===== config.mk =====
export PLATFORM = sky130hd
export DESIGN_NAME = fetch_unit
export DESIGN_NICKNAME = d
export VERILOG_FILES = /design/src/rtl/fetch_unit.sv
export SDC_FILE = /design/constraint.sdc
export NUM_CORES = 1
export LEC_CHECK = 0
export CAP_MARGIN = 10
export CORE_UTILIZATION = 42
export CTS_BUF_LIST = sky130_fd_sc_hd__clkbuf_2
export DETAILED_ROUTE_END_ITERATION = 6
export PLACE_DENSITY_LB_ADDON = 0.1
export SLEW_MARGIN = 10
export SYNTH_ARGS = -nofsm -noshare
export SYNTH_HDL_FRONTEND = slang
export SYNTH_SLANG_ARGS = --single-unit

===== constraint.sdc =====
create_clock -name clk -period 2.2 [get_ports clk]
set_input_delay 0.44 -clock clk [delete_from_list [all_inputs] [get_ports clk]]
set_output_delay 0.44 -clock clk [all_outputs]
set_load 0.03 [all_outputs]

===== src/rtl/fetch_unit.sv =====
// Instruction fetch stage around the program counter register.
// One outstanding imem read, falling-edge state, redirect-aware flush.
module fetch_unit #(
    parameter int              XLEN         = 32,
    parameter logic [XLEN-1:0] RESET_VECTOR = '0
) (
    input  logic            clk,
    input  logic            reset,
    input  logic [XLEN-1:0] pc_cur,
    output logic [XLEN-1:0] pc_next,
    output logic            imem_req_valid,
    input  logic            imem_req_ready,
    output logic [XLEN-1:0] imem_req_addr,
    input  logic            imem_resp_valid,
    input  logic [31:0]     imem_resp_data,
    input  logic            redirect_valid,
    input  logic [XLEN-1:0] redirect_target,
    output logic            inst_valid,
    input  logic            inst_ready,
    output logic [31:0]     inst_data,
    output logic [XLEN-1:0] inst_pc
);

    typedef enum logic [2:0] {
        BOOT,
        REQ,
        WAIT,
        HOLD,
        DROP
    } state_t;

    localparam logic [XLEN-1:0] STEP     = XLEN'(4);
    localparam logic [XLEN-1:0] LOW_MASK = XLEN'(3);

    state_t          state_q;
    state_t          state_d;
    logic            capture;
    logic [XLEN-1:0] redir_pc;

    assign redir_pc      = redirect_target & ~LOW_MASK;
    assign imem_req_addr = pc_cur;

    always_ff @(negedge clk or negedge reset) begin
        if (!reset) begin
            state_q <= BOOT;
        end else begin
            state_q <= state_d;
        end
    end

    always_ff @(negedge clk or negedge reset) begin
        if (!reset) begin
            inst_data <= '0;
            inst_pc   <= '0;
        end else if (capture) begin
            inst_data <= imem_resp_data;
            inst_pc   <= pc_cur;
        end
    end

    // Redirect wins over every other event once the stage has booted.
    always_comb begin
        state_d        = state_q;
        pc_next        = pc_cur;
        imem_req_valid = 1'b0;
        inst_valid     = 1'b0;
        capture        = 1'b0;
        unique case (state_q)
            BOOT: begin
                pc_next = RESET_VECTOR;
                state_d = REQ;
            end
            REQ: begin
                imem_req_valid = 1'b1;
                if (redirect_valid) begin
                    pc_next = redir_pc;
                    state_d = imem_req_ready ? DROP : REQ;
                end else if (imem_req_ready) begin
                    state_d = WAIT;
                end
            end
            WAIT: begin
                if (redirect_valid) begin
                    pc_next = redir_pc;
                    state_d = imem_resp_valid ? REQ : DROP;
                end else if (imem_resp_valid) begin
                    capture = 1'b1;
                    state_d = HOLD;
                end
            end
            HOLD: begin
                inst_valid = ~redirect_valid;
                if (redirect_valid) begin
                    pc_next = redir_pc;
                    state_d = REQ;
                end else if (inst_ready) begin
                    pc_next = pc_cur + STEP;
                    state_d = REQ;
                end
            end
            DROP: begin
                if (redirect_valid) begin
                    pc_next = redir_pc;
                end
                if (imem_resp_valid) begin
                    state_d = REQ;
                end
            end
            default: begin
                state_d = BOOT;
            end
        endcase
    end

endmodule


## Word level (Yosys, flattened, before mapping)

Index checks and enable logic that the tools add are counted.
W data, S select, Z words.

- Flip-flop bits (word level): 67
- Bits of input ports: 102

- Add/subtract/negate cells: 1
- Equal/unequal tests: 8
- Multiplexer cells: 19
- Bitwise gates (word level): 1
- Reduce and logical (&&, ||, !) cells: 3

Operator list:

| cell | number |
|---|---|
| $mux W32 | 3 |
| $pmux W32 S3 | 1 |
| $add A32 B3 Y32 const B | 1 |
| $mux W3 | 9 |
| $pmux W3 S5 | 1 |
| $ne A3 B3 Y1 const B | 3 |
| $eq A3 B2 Y1 const B | 2 |
| $mux W1 | 5 |
| $reduce_and A4 Y1 | 1 |
| $eq A3 B1 Y1 const B | 1 |
| $eq A3 B3 Y1 const B | 1 |
| $logic_not A3 Y1 | 1 |
| $reduce_or A3 Y1 | 1 |
| $ne A2 B2 Y1 const B | 1 |
| $not A1 Y1 | 1 |

## Longest topological paths before layout

- Depth after elaboration: 4
- Depth in mapped cells: 8
- Depth with buffers taken out: 6

==> parameters.txt <==
Parameter                              Value

Run status
  Run status    complete, but fails checks
  Violated checks    negative setup slack

Placement
  Buffers added on ports    229
  Worst slack, placed    -1120 ps
  Global placement routability congestion    0.868
  HPWL after DPL    13.4 mm

Cells and area
  Nets    951
  Area taken by multi-input logic gates    3510 µm²
  Fill count    380
  Antenna diode count    0
  Sequential Area    1680 µm²
  Most common library cell in the layout ignoring fill and taps    sky130_fd_sc_hd__buf_4
  Fraction of final layout cells sized beyond drive strength 1    61.7%
  Commonest cells after routing, fill and taps aside    sky130_fd_sc_hd__buf_4 (171), sky130_fd_sc_hd__buf_6 (117), sky130_fd_sc_hd__clkdlybuf4s50_1 (97)
  Area growth syn-to-layout    108%

Logic synthesis
  Synthesized cell area    4620 µm²
  Seq cells post-synth    67
  Post-Syn Nets    593
  EDFF count, synth    0
  Synthesis Warnings    0
  Prevailing post-synth register cell    sky130_fd_sc_hd__dfrtn_1
  Instance count of the mapped netlist    490
  Sequential-to-total area share from yosys stat    36.3%
  Mean area per synthesized cell    9.44 µm²
  FFs w/ async S/R, synth    100%
  Number of library cell types mapped by synthesis    50

Clock tree
  Insertion delay of the later-clocked pin in the worst-skew pair    490 ps
  Htree depth    3
  Number of CTS-inserted buffers    9
  Clock tree from TritonCTS    yes
  CTS root buf    sky130_fd_sc_hd__clkbuf_2
  # clock sinks    67
  Worst-path clk slew    190 ps
  Clock Tree Buf Depth    2

GRT
  Pin count of the biggest net entering global routing    40
  Number of global-route vias before repair    5838
  Total GRT Usage    36.1%
  Antenna violations before repair    0
  Global-route wire length before repair    31.8 mm
  Remaining Overflow, GRT    0

Timing
  Worst slew margin    68.5%
  Final number of max-transition violations    0
  Largest clock skew in the final design    28.7 ps
  Hold Fails Final Rpt    0
  Slew at the pin with the worst max-slew slack    469 ps
  Number of setup violations in the final report    162
  Unrepaired setup endpoints after global routing    true
  Final Worst Setup Slack    -1640 ps

Route
  Total vias in the final route    6081
  Vias/cell    6.15
  DR DRC count    0
  Routed wirelength normalized by instance count    25.1 µm
  Routed wire length    24.8 mm
  Antenna violation net count after detailed routing    0
  Count of TritonRoute iterations in the first routing pass    5
  First DRT Iteration DRCs    612

Setup path
  Maximum fanout count along the critical path    8
  WS Path Type    flop to output pin
  WP data arrival    3400 ps
  WP data required    1760 ps
  Critical path startpoint category    flop
  Kind of end point of the critical path    output pin

Floorplanning
  Starting density of the core    44.0%
  Die width    107 µm
  Top-level I/O count    232
  Total die area    11400 µm²
  Row cnt    37
  Chip Height    107 µm
  Core box area    10500 µm²

Job
  Max-capacitance violation count    0

Worst hold path
  Worst min-delay path class    flop to flop

Pwr
  Share of total power in sequential cells    19.2%
  P_leak    4.25 nW
  Power spent charging and discharging nets    0.00605 W
  Pwr Total    0.0129 W
  Power density of the placed cells    1340 nW/µm²
  Peak supply drop    0.986 mV
  Clock power frac    6.2%
  Internal    0.00683 W
  Switching power as a share of total power    47.0%
  Combinational group share of total power    74.6%
state kept, by name, indices dropped and copies added (netlist names):
name	flops
state_q	3
inst_pc	32
inst_data	32
synth_stat cells (3+ instances only):
cell type | n | share of area [%]
sky130_fd_sc_hd__a21oi_1 | 27 | 2.9
sky130_fd_sc_hd__a221o_1 | 3 | 0.65
sky130_fd_sc_hd__buf_2 | 13 | 1.4
sky130_fd_sc_hd__buf_4 | 33 | 5.4
sky130_fd_sc_hd__clkbuf_1 | 23 | 1.9
sky130_fd_sc_hd__dfrtn_1 | 67 | 36
sky130_fd_sc_hd__inv_1 | 9 | 0.73
sky130_fd_sc_hd__mux2_2 | 64 | 16
sky130_fd_sc_hd__nand2_1 | 28 | 2.3
sky130_fd_sc_hd__nand2b_1 | 23 | 3.1
sky130_fd_sc_hd__nand3_1 | 13 | 1.4
sky130_fd_sc_hd__nand4_1 | 7 | 0.95
sky130_fd_sc_hd__nor2_1 | 37 | 3.0
sky130_fd_sc_hd__nor2b_1 | 3 | 0.41
sky130_fd_sc_hd__nor3_1 | 4 | 0.43
sky130_fd_sc_hd__nor4_1 | 3 | 0.41
sky130_fd_sc_hd__nor4_4 | 5 | 2.3
sky130_fd_sc_hd__o21ai_0 | 32 | 3.5
sky130_fd_sc_hd__o221ai_1 | 20 | 3.8
sky130_fd_sc_hd__o22ai_1 | 20 | 2.7
sky130_fd_sc_hd__xnor2_1 | 4 | 0.76
sky130_fd_sc_hd__xor2_1 | 17 | 3.2
cell type report:
class / instances / share of cell area [%]
Multi-Input combinational cell: 345 / 36.4
Sequential cell: 67 / 17.4
Clock buffer: 9 / 0.468
Inverter: 9 / 0.442
Timing Repair Buffer: 416 / 42.8
Clock inverter: 7 / 0.624
Tap cell: 136 / 1.77
critical path: stages (launching register included):
cell and delay (ps):
sky130_fd_sc_hd__dfrtn_1 560, sky130_fd_sc_hd__nor2_4 60, sky130_fd_sc_hd__buf_6 130, sky130_fd_sc_hd__and2_4 160
sky130_fd_sc_hd__buf_12 150, sky130_fd_sc_hd__o21ai_2 280, sky130_fd_sc_hd__o221ai_2 170, sky130_fd_sc_hd__o22ai_2 140
sky130_fd_sc_hd__buf_6 170
metal layers:
layer | share of wire [%] | GRT usage [%] | vias to the layer above
met5 | 0 | 0 | -
met4 | 5.9 | 14.5 | 0
met3 | 9.2 | 6.08 | 141
met2 | 49 | 63.8 | 480
met1 | 36 | 43.5 | 2973
li1 | - | - | 2487
path summary, 6_finish.rpt:
check	startpoint	cells past startpoint	slack, ps	end
max	state_q[2]	8	-1640	pc_next[18]
min	inst_data[27]	1	500	inst_data[27]
max reg2reg	state_q[1]	6	140	inst_pc[24]
min reg2reg	inst_data[27]	1	500	inst_data[27]
max in group asynchronous	reset	2	980	inst_data[28]
min in group asynchronous	reset	1	760	inst_pc[3]
power by group through the flow:
stage	Sequential, W	Clock [W]	Combinational (W)
2_1_floorplan	0.00345	0	0.00343
3_3_place_gp	0.00228	0	0.00703
3_5_place_dp	0.00231	0	0.00717
4_1_cts	0.00238	0.000756	0.00844
5_1_grt	0.00251	0.000839	0.00992
6_report	0.00247	0.000796	0.00961
repair_timing:
item                       4_1_cts  5_1_grt
cloned                           9        1
pin swaps                       28       17
resized for setup              163      103
setup buffers                   31       37
hold buffers                     0        0
setup endpoints to repair      166      170
cells by family after synthesis:
| kind of cell | share of synthesized area [%] |
|---|---|
| and+or+nand+nor | 16.6 |
| AOI/OAI and AO/OA | 17.6 |
| buffers and inverters | 9.52 |
| DFF | 36.3 |
| muxes | 15.8 |
| xor gates and xnor gates | 3.98 |
| adders and majority gates | 0.271 |
per-stage QoR:
step           hold WS (ps)  util, %  setup TNS, ps  cells  area [µm²]
2_1_floorplan           680        -         -52420    490        5400
3_3_place_gp            455     75.6         -94240    901        7950
3_5_place_dp            456     75.6         -95850    901        7950
4_1_cts                 490     86.4         -97190    957        9070
5_1_grt                 506     91.6         -95420    989        9620
6_report                497     91.6         -92360    989        9620
No activity file was read; power rests on OpenSTA's default activity.
